$ cat src/rtl/host_sequencer.sv
// Host-side run sequencer: clears data memory, loads operand bytes, launches the
// core via start, waits for halt (or a timeout) and reads result bytes back.
module host_sequencer #(
  parameter int          NUM_LOAD  = 3,
  parameter logic [7:0]  LOAD_BASE = 8'd0,
  parameter int          NUM_READ  = 3,
  parameter logic [7:0]  READ_BASE = 8'd4,
  parameter logic [15:0] TIMEOUT   = 16'd50000
) (
  input  logic        CLK,
  input  logic        RESET_N,
  input  logic        cfg_we,
  input  logic [1:0]  cfg_idx,
  input  logic [7:0]  cfg_data,
  input  logic        go,
  input  logic        halt,
  output logic        start,
  output logic        mem_we,
  output logic [7:0]  mem_addr,
  output logic [7:0]  mem_wdata,
  input  logic [7:0]  mem_rdata,
  output logic        busy,
  output logic        done,
  output logic        timeout,
  output logic [31:0] result,
  output logic [15:0] run_cycles
);

  typedef enum logic [2:0] {
    S_IDLE, S_CLEAR, S_LOAD, S_LAUNCH, S_RUN, S_READ, S_DONE
  } state_t;

  localparam logic [2:0] LP_LOAD_LAST = 3'(NUM_LOAD - 1);
  localparam logic [2:0] LP_READ_LAST = 3'(NUM_READ - 1);
  localparam logic [2:0] LP_READ_N    = 3'(NUM_READ);

  state_t      r_state;
  logic [2:0]  r_idx;
  logic [7:0]  r_shadow [4];
  logic        r_start;
  logic        r_we;
  logic [7:0]  r_addr;
  logic [7:0]  r_wdata;
  logic        r_busy;
  logic        r_done;
  logic        r_timeout;
  logic [31:0] r_result;
  logic [15:0] r_run;

  logic [1:0]  w_idx_inc;
  logic [1:0]  w_cap_idx;
  logic [15:0] w_run_next;

  assign w_idx_inc  = r_idx[1:0] + 2'd1;
  // READ cycle j captures the byte addressed in cycle j-1
  assign w_cap_idx  = r_idx[1:0] - 2'd1;
  assign w_run_next = (r_run == 16'hFFFF) ? r_run : r_run + 16'd1;

  assign start      = r_start;
  assign mem_we     = r_we;
  assign mem_addr   = r_addr;
  assign mem_wdata  = r_wdata;
  assign busy       = r_busy;
  assign done       = r_done;
  assign timeout    = r_timeout;
  assign result     = r_result;
  assign run_cycles = r_run;

  // Sequencer FSM; every output is registered alongside the state it belongs to
  always_ff @(posedge CLK or negedge RESET_N) begin
    if (!RESET_N) begin
      r_state   <= S_IDLE;
      r_idx     <= 3'd0;
      r_start   <= 1'b1;
      r_we      <= 1'b0;
      r_addr    <= 8'd0;
      r_wdata   <= 8'd0;
      r_busy    <= 1'b0;
      r_done    <= 1'b0;
      r_timeout <= 1'b0;
      r_result  <= 32'd0;
      r_run     <= 16'd0;
      for (int k = 0; k < 4; k++) r_shadow[k] <= 8'd0;
    end else begin
      r_done <= 1'b0;
      case (r_state)
        S_IDLE: begin
          if (cfg_we) r_shadow[cfg_idx] <= cfg_data;
          if (go) begin
            r_state   <= S_CLEAR;
            r_busy    <= 1'b1;
            r_timeout <= 1'b0;
            r_result  <= 32'd0;
            r_run     <= 16'd0;
            r_we      <= 1'b1;
            r_addr    <= 8'd0;
            r_wdata   <= 8'd0;
          end
        end
        S_CLEAR: begin
          if (r_addr == 8'hFF) begin
            r_state <= S_LOAD;
            r_idx   <= 3'd0;
            r_addr  <= LOAD_BASE;
            r_wdata <= r_shadow[0];
          end else begin
            r_addr <= r_addr + 8'd1;
          end
        end
        S_LOAD: begin
          if (r_idx == LP_LOAD_LAST) begin
            r_state <= S_LAUNCH;
            r_we    <= 1'b0;
            r_addr  <= 8'd0;
            r_wdata <= 8'd0;
          end else begin
            r_idx   <= r_idx + 3'd1;
            r_addr  <= LOAD_BASE + {5'd0, r_idx + 3'd1};
            r_wdata <= r_shadow[w_idx_inc];
          end
        end
        S_LAUNCH: begin
          r_state <= S_RUN;
          r_start <= 1'b0;
        end
        S_RUN: begin
          r_run <= w_run_next;
          if (halt) begin
            r_state <= S_READ;
            r_start <= 1'b1;
            r_idx   <= 3'd0;
            r_addr  <= READ_BASE;
          end else if (w_run_next >= TIMEOUT) begin
            r_state   <= S_IDLE;
            r_start   <= 1'b1;
            r_busy    <= 1'b0;
            r_timeout <= 1'b1;
          end
        end
        S_READ: begin
          if (r_idx != 3'd0) r_result[{w_cap_idx, 3'b000} +: 8] <= mem_rdata;
          if (r_idx == LP_READ_N) begin
            r_state <= S_DONE;
            r_done  <= 1'b1;
            r_addr  <= 8'd0;
          end else begin
            r_idx <= r_idx + 3'd1;
            if (r_idx != LP_READ_LAST) r_addr <= READ_BASE + {5'd0, r_idx + 3'd1};
          end
        end
        S_DONE: begin
          r_state <= S_IDLE;
          r_busy  <= 1'b0;
        end
        default: begin
          r_state <= S_IDLE;
          r_start <= 1'b1;
          r_we    <= 1'b0;
          r_addr  <= 8'd0;
          r_wdata <= 8'd0;
          r_busy  <= 1'b0;
        end
      endcase
    end
  end

endmodule

$ cat config.mk
export PLATFORM = sky130hd
export DESIGN_NAME = host_sequencer
export DESIGN_NICKNAME = d
export VERILOG_FILES = /design/src/rtl/host_sequencer.sv
export SDC_FILE = /design/constraint.sdc
export NUM_CORES = 1
export LEC_CHECK = 0
export CAP_MARGIN = 15
export CORE_ASPECT_RATIO = 0.6
export CORE_UTILIZATION = 55
export CTS_CLUSTER_SIZE = 24
export DETAILED_ROUTE_END_ITERATION = 16
export PLACE_DENSITY = 0.79
export SKIP_CTS_REPAIR_TIMING = 1
export SKIP_LAST_GASP = 1
export SLEW_MARGIN = 25
export SYNTH_ARGS = -nofsm -noshare
export SYNTH_HDL_FRONTEND = slang
export SYNTH_SLANG_ARGS = --single-unit
$ cat constraint.sdc
create_clock -name CLK -period 4.6 [get_ports CLK]
set_input_delay 0.92 -clock CLK [delete_from_list [all_inputs] [get_ports CLK]]
set_output_delay 0.92 -clock CLK [all_outputs]
set_load 0.03 [all_outputs]
; ---- After elaboration in Yosys (flattened, before gate mapping)
; Cells that the tools add are included.
[op_classes]
magnitude_cmp = 4
eq_ne = 23
bitwise = 7
muxes = 49
n_reduce_logical = 22
shifts = 2
n_addsub = 7
[op_table]
columns = cell, n
row1 = two-way mux 8 bit, 10
row2 = bitwise mux 32 bit, 2
row3 = two-way mux 32 bit, 2
row4 = case mux 32 bit (2 select lines), 1
row5 = case mux 8 bit (6 select lines), 1
row6 = two-way mux 3 bit, 11
row7 = two-way mux 16 bit, 2
row8 = case mux 16 bit (2 select lines), 1
row9 = case mux 8 bit (4 select lines), 1
row10 = "variable shift 8 x 7 -> 32 bit, first input constant", 1
row11 = indexed part select 8 x 7 -> 32 bit, 1
row12 = "!= test 2 bit, second input constant", 10
row13 = case mux 3 bit (6 select lines), 1
row14 = "adder 16 x 1 -> 16 bit, second input constant", 1
row15 = binary-select mux 8 bit (select 2 bit), 1
row16 = demux 8 bit (select 2 bit), 1
row17 = "== test 16 bit, second input constant", 1
row18 = "greater-or-equal comparator 16 bit, second input constant", 1
row19 = "== test 3 x 2 -> 1 bit, second input constant", 4
row20 = case mux 3 bit (4 select lines), 1
row21 = AND reduction 4 bit, 3
row22 = two-way mux 1 bit, 10
row23 = AND reduction 5 bit, 2
row24 = OR reduction 5 bit, 2
row25 = other kinds (26), 43
[word_totals]
elab_cells = 129
input_bits = 23
regBits = 107
out_inout_bits = 69

; ---- Logic depth before layout (Yosys ltp)
[logic_depth]
depth_word = 7
depth_mapped = 9
mapped_depth_nobuf = 8

; ---- Least setup slack after synthesis
; Ideal clock, no wire load.
[synth_path]
kind = register to register
start = reg r_run[0], in the netlist run_cycles[0]
end = reg r_timeout, in the netlist timeout
required_ns = 4.478
stages_incl_launch_ff = 9
period_less_slack_ns = 2.366
setup_time_ns = 0.122
t_arrival_ns = 2.244
path_slack_ns = 2.234
path_cell_list = dfrtp_1 > ha_1 > and3_1 > buf_4 > a211oi_1 > a2bb2oi_1 > a31o_1 > o41a_1 > a32o_1
[synth_via]
elab_chain_cells = 5
[synth_lines]
columns = element, line_no
row1 = start: declaration, 48  ; logic [15:0] r_run;
row2 = start signal: assignment, 127  ; r_run <= w_run_next;
row3 = adder 16 x 1 -> 16 bit or == test 16 bit (tied branches), 57  ; assign w_run_next = (r_run == 16'hFFFF) ? r_run : r_run + 16'd1;
row4 = two-way mux 16 bit (*), 57
row5 = greater-or-equal comparator 16 bit (*), 133  ; end else if (w_run_next >= TIMEOUT) begin
row6 = != test 2 bit (no line) (*), -
row7 = AND reduction 4 bit (no line) (*), -
row8 = end signal: assignment, 80  ; r_timeout <= 1'b0;
row9 = end signal: assignment, 92  ; r_timeout <= 1'b0;
row10 = end signal: assignment, 137  ; r_timeout <= 1'b1;
row11 = end: declaration, 46  ; logic r_timeout;
; Mark *: on every way between the ends. The rest lies on a longest branch, timed or not.
; A chain may end at the register's enable or synchronous reset.

; ---- Final worst setup path
[layout_path]
start = reg r_idx[0]
end = reg r_wdata[0], in the netlist mem_wdata[0]
[layout_via]
elab_chain_cells = 7
[layout_lines]
columns = element, line_no
row1 = start: declaration, 38  ; logic [2:0] r_idx;
row2 = start signal: assignment, 117  ; r_idx <= r_idx + 3'd1;
row3 = start signal: assignment, 147  ; r_idx <= r_idx + 3'd1;
row4 = adder 2 x 1 -> 2 bit, 54  ; assign w_idx_inc = r_idx[1:0] + 2'd1;
row5 = NOT 2 -> 3 bit (implied by the code), 119  ; r_wdata <= r_shadow[w_idx_inc];
row6 = binary-select mux 8 bit (select 2 bit), 119
row7 = two-way mux 8 bit (implied by the code) (2 in series), 119
row8 = two-way mux 8 bit (*), 111  ; if (r_idx == LP_LOAD_LAST) begin
row9 = case mux 8 bit (4 select lines) (*), 86  ; case (r_state)
row10 = end signal: assignment, 105  ; r_wdata <= r_shadow[0];
row11 = end signal: assignment, 119
row12 = end: declaration, 43  ; logic [7:0] r_wdata;
; Mark *: on every way between the ends. The rest lies on a longest branch, timed or not. The select of a mux whose other input is x is not followed.

==> results.toml <==
[logic_synthesis]
synth_cells = 537
synth_fp_nets = 570
yosysMostFrequentCell = "dfrtp_1"
yosysTopAreaCellShare_pct = 49.26
synth.distinct_cells = 52
synth_edf_count = 0
synth-main-ff-cell = "dfrtp_1"
seq_area_frac_synth_pct = 49.74
yosysTopAreaCell = "dfrtp_1"
synth.area.top_cells = "dfrtp_1 49%, mux2_2 8.6%, nand2_1 4.5%"
synthesis.area_sq_mm = 0.005385
syn_avg_cell_area_sq_um = 10.03
yosysWarnings = 0
synth.top_cells.by_count = "106 x dfrtp_1, 64 x nand2_1, 41 x mux2_2"
async_flop_share_pct = 100.0
ys_seq_elements = 107

[route]
via_count = 4479
wl_per_cell_um = 18.16
viasPerCell = 5.972
drt_iter0_drc = 419
drt_pass1_iterations = 5
ant_nets = 0
drc = 0
wl_um = 13620

[setup_path]
end_kind = "register"
cp_data_required_time_ns = 4.86
setup.worst_path.start_class = "register"
path_class = "register to register"
slowest_stage = "dfrtp_1"
r2r-start = "r_idx[0]"
cpPeakStageDelay_ns = 0.78
cp.buffers_inverters = 1
arrival_ns = 3.28
worstPathMaxFanout = 16
r2r_end = "mem_wdata[0]"
startpoint = "r_idx[0]"
r2r_slack_ns = 1.58
crit_cells = 7
crit_chain = "inv_1 -> ha_1 -> nor2_1 -> nand2b_1 -> a21oi_1 -> a21oi_1 -> o21ai_0"
crit_family = "compound AO/OA/AOI/OAI gates"
crit_top_cell = "a21oi_1"
reg2reg_depth = 7

[finish]
multi_input_area_sq_mm = 0.002494
layout.cells.non_filler = 750
insertedDiodeCount = 0
final_cell_area_sq_mm = 0.006680
drive_above_1_share_pct = 11.13
seq_area_sq_mm = 0.002679
num-nets-final = 648
fillers = 726
area_growth_pct = 24.05

[clock_tree]
clkTransAtPathRegs_ns = 0.08
numCtsBuffers = 9
cts_sinks = 107
cts_tree = "yes"
cts-htree-levels = 3
clk_path_buf_depth = 2
clock_latency_ns = 0.35
cts_root_buf = "clkbuf_16"

[sta]
hold_viol = 0
min_period_ns = 3.017
fin_skew_ns = 0.009818
relSlewSlack_pct = 40.80
slew_viol_final = 0
worst_slew_pin_slew_ns = 0.8848
rsz0062_at_grt = "no"
clock.fmax_mhz = 331.5
setup_viol = 0
whs_ns = 0.4911
timing.final.crit_share_pct = 65.58
fin_setup_tns_ns = 0

[hold_path]
holdPathEnd = "timeout"
hold_start = "timeout"
hold_class = "register to register"
hold_depth = 1

[power_and_ir_drop]
total_power_mw = 3.527
power_density_mw_per_mm2 = 528.0
power_leakage_nw = 2.800
vdd_ir_drop_max_uv = 288.9

[placement]
dpl-instance-area_sq_mm = 0.006351
dp_hpwl_um = 9896
place_congestion = 1.028
portBuffers = 91
dp_cells = 734

[floorplan]
die_w_um = 129.7
design.die.area_sq_mm = 0.01020
initial_utilization_pct = 57.76
fp.coreArea_sq_mm = 0.009324
placementRows = 27
die_h_um = 78.65
num_io_pins = 92

[grt]
antenna_found_initial = 0
grt_util_all_layers_pct = 28.04
first_global_vias = 4128
grt_pass1_wl_um = 21640
grt_overflow_total = 0
grt_max_degree = 84

[run]
drv_cap = 0

[run_status]
status = "completed"
[worst reg2reg max path, cell delays in order, from the launching register on]
cell	delay (ns)
dfrtp_1	0.78
inv_1	0.29
ha_1	0.59
nor2_1	0.22
nand2b_1	0.07
a21oi_1	0.62
a21oi_1	0.20
o21ai_0	0.17
[cell families after synthesis]
kind of cell	after synthesis	share of synthesized area, %
mux	63	12.66
buf+inv	52	4.043
fa+ha+maj	10	2.323
flops	107	49.74
simple gates	175	15.54
xor+xnor	3	0.4880
compound gates	127	15.20
[worst max-delay path by stage]
| stage | endpoint | slack [ns] |
|---|---|---|
| floorplan | timeout | 2.23 |
| global placement | mem_addr[6] | 1.79 |
| detailed placement | result[20] | 1.56 |
| CTS | result[20] | 1.53 |
| global route | mem_wdata[3] | 1.42 |
| finish | mem_wdata[0] | 1.58 |
[power breakdown]
| group | internal [mW] | switching [mW] |
|---|---|---|
| Combinational | 0.548 | 0.760 |
| Sequential | 1.17 | 0.238 |
| Clock | 0.460 | 0.356 |
[final cells by class]
cell class | instances | area share [%]
multi-input cells | 378 | 37.33
repair buffers | 93 | 13.88
clock inverters | 5 | 1.011
well taps | 130 | 2.435
clock buffers | 11 | 3.783
inverters | 26 | 1.461
flip-flops and latches | 107 | 40.10
[routing by layer]
metal  GRT usage (%)  share of wire (%)
met2           38.88                 42
met5               0                  0
met4           5.698               0.78
met1           43.52                 49
met3           7.362                8.1
[cell usage in the layout, fill, tap and decap left out, types with 3 or more instances in the layout]
cell type / instances
nor2_1: 40
a211oi_1: 4
clkbuf_16: 9
nand2_1: 64
a22oi_1: 10
a21oi_1: 26
and3_1: 5
mux2i_1: 22
o21a_1: 4
a31oi_1: 5
nand4_1: 6
clkdlybuf4s50_1: 90
nor3_2: 3
nand3b_1: 3
nand3_1: 18
ha_1: 10
and4_1: 4
a21o_1: 3
mux2_2: 41
nor2b_1: 4
dfrtp_1: 106
a22o_1: 21
o21ai_0: 39
nor3_1: 11
inv_1: 26
nand2b_1: 6
[state kept, by name, indices dropped and copies added, names as in the netlist]
signal / flops
r_shadow: 32
result: 32
run_cycles: 16
mem_addr: 8
mem_wdata: 8
r_idx: 3
r_state: 3
busy: 1
done: 1
mem_we: 1
start: 1
timeout: 1
[through the flow]
step / util [%] / setup WS, ns
after floorplan: - / 2.234
after global placement: 68.12 / 1.792
after detailed placement: 68.12 / 1.557
after CTS: 71.55 / 1.529
after global routing: 71.65 / 1.424
final: 71.65 / 1.583
Power figures use the tool's default switching activity.
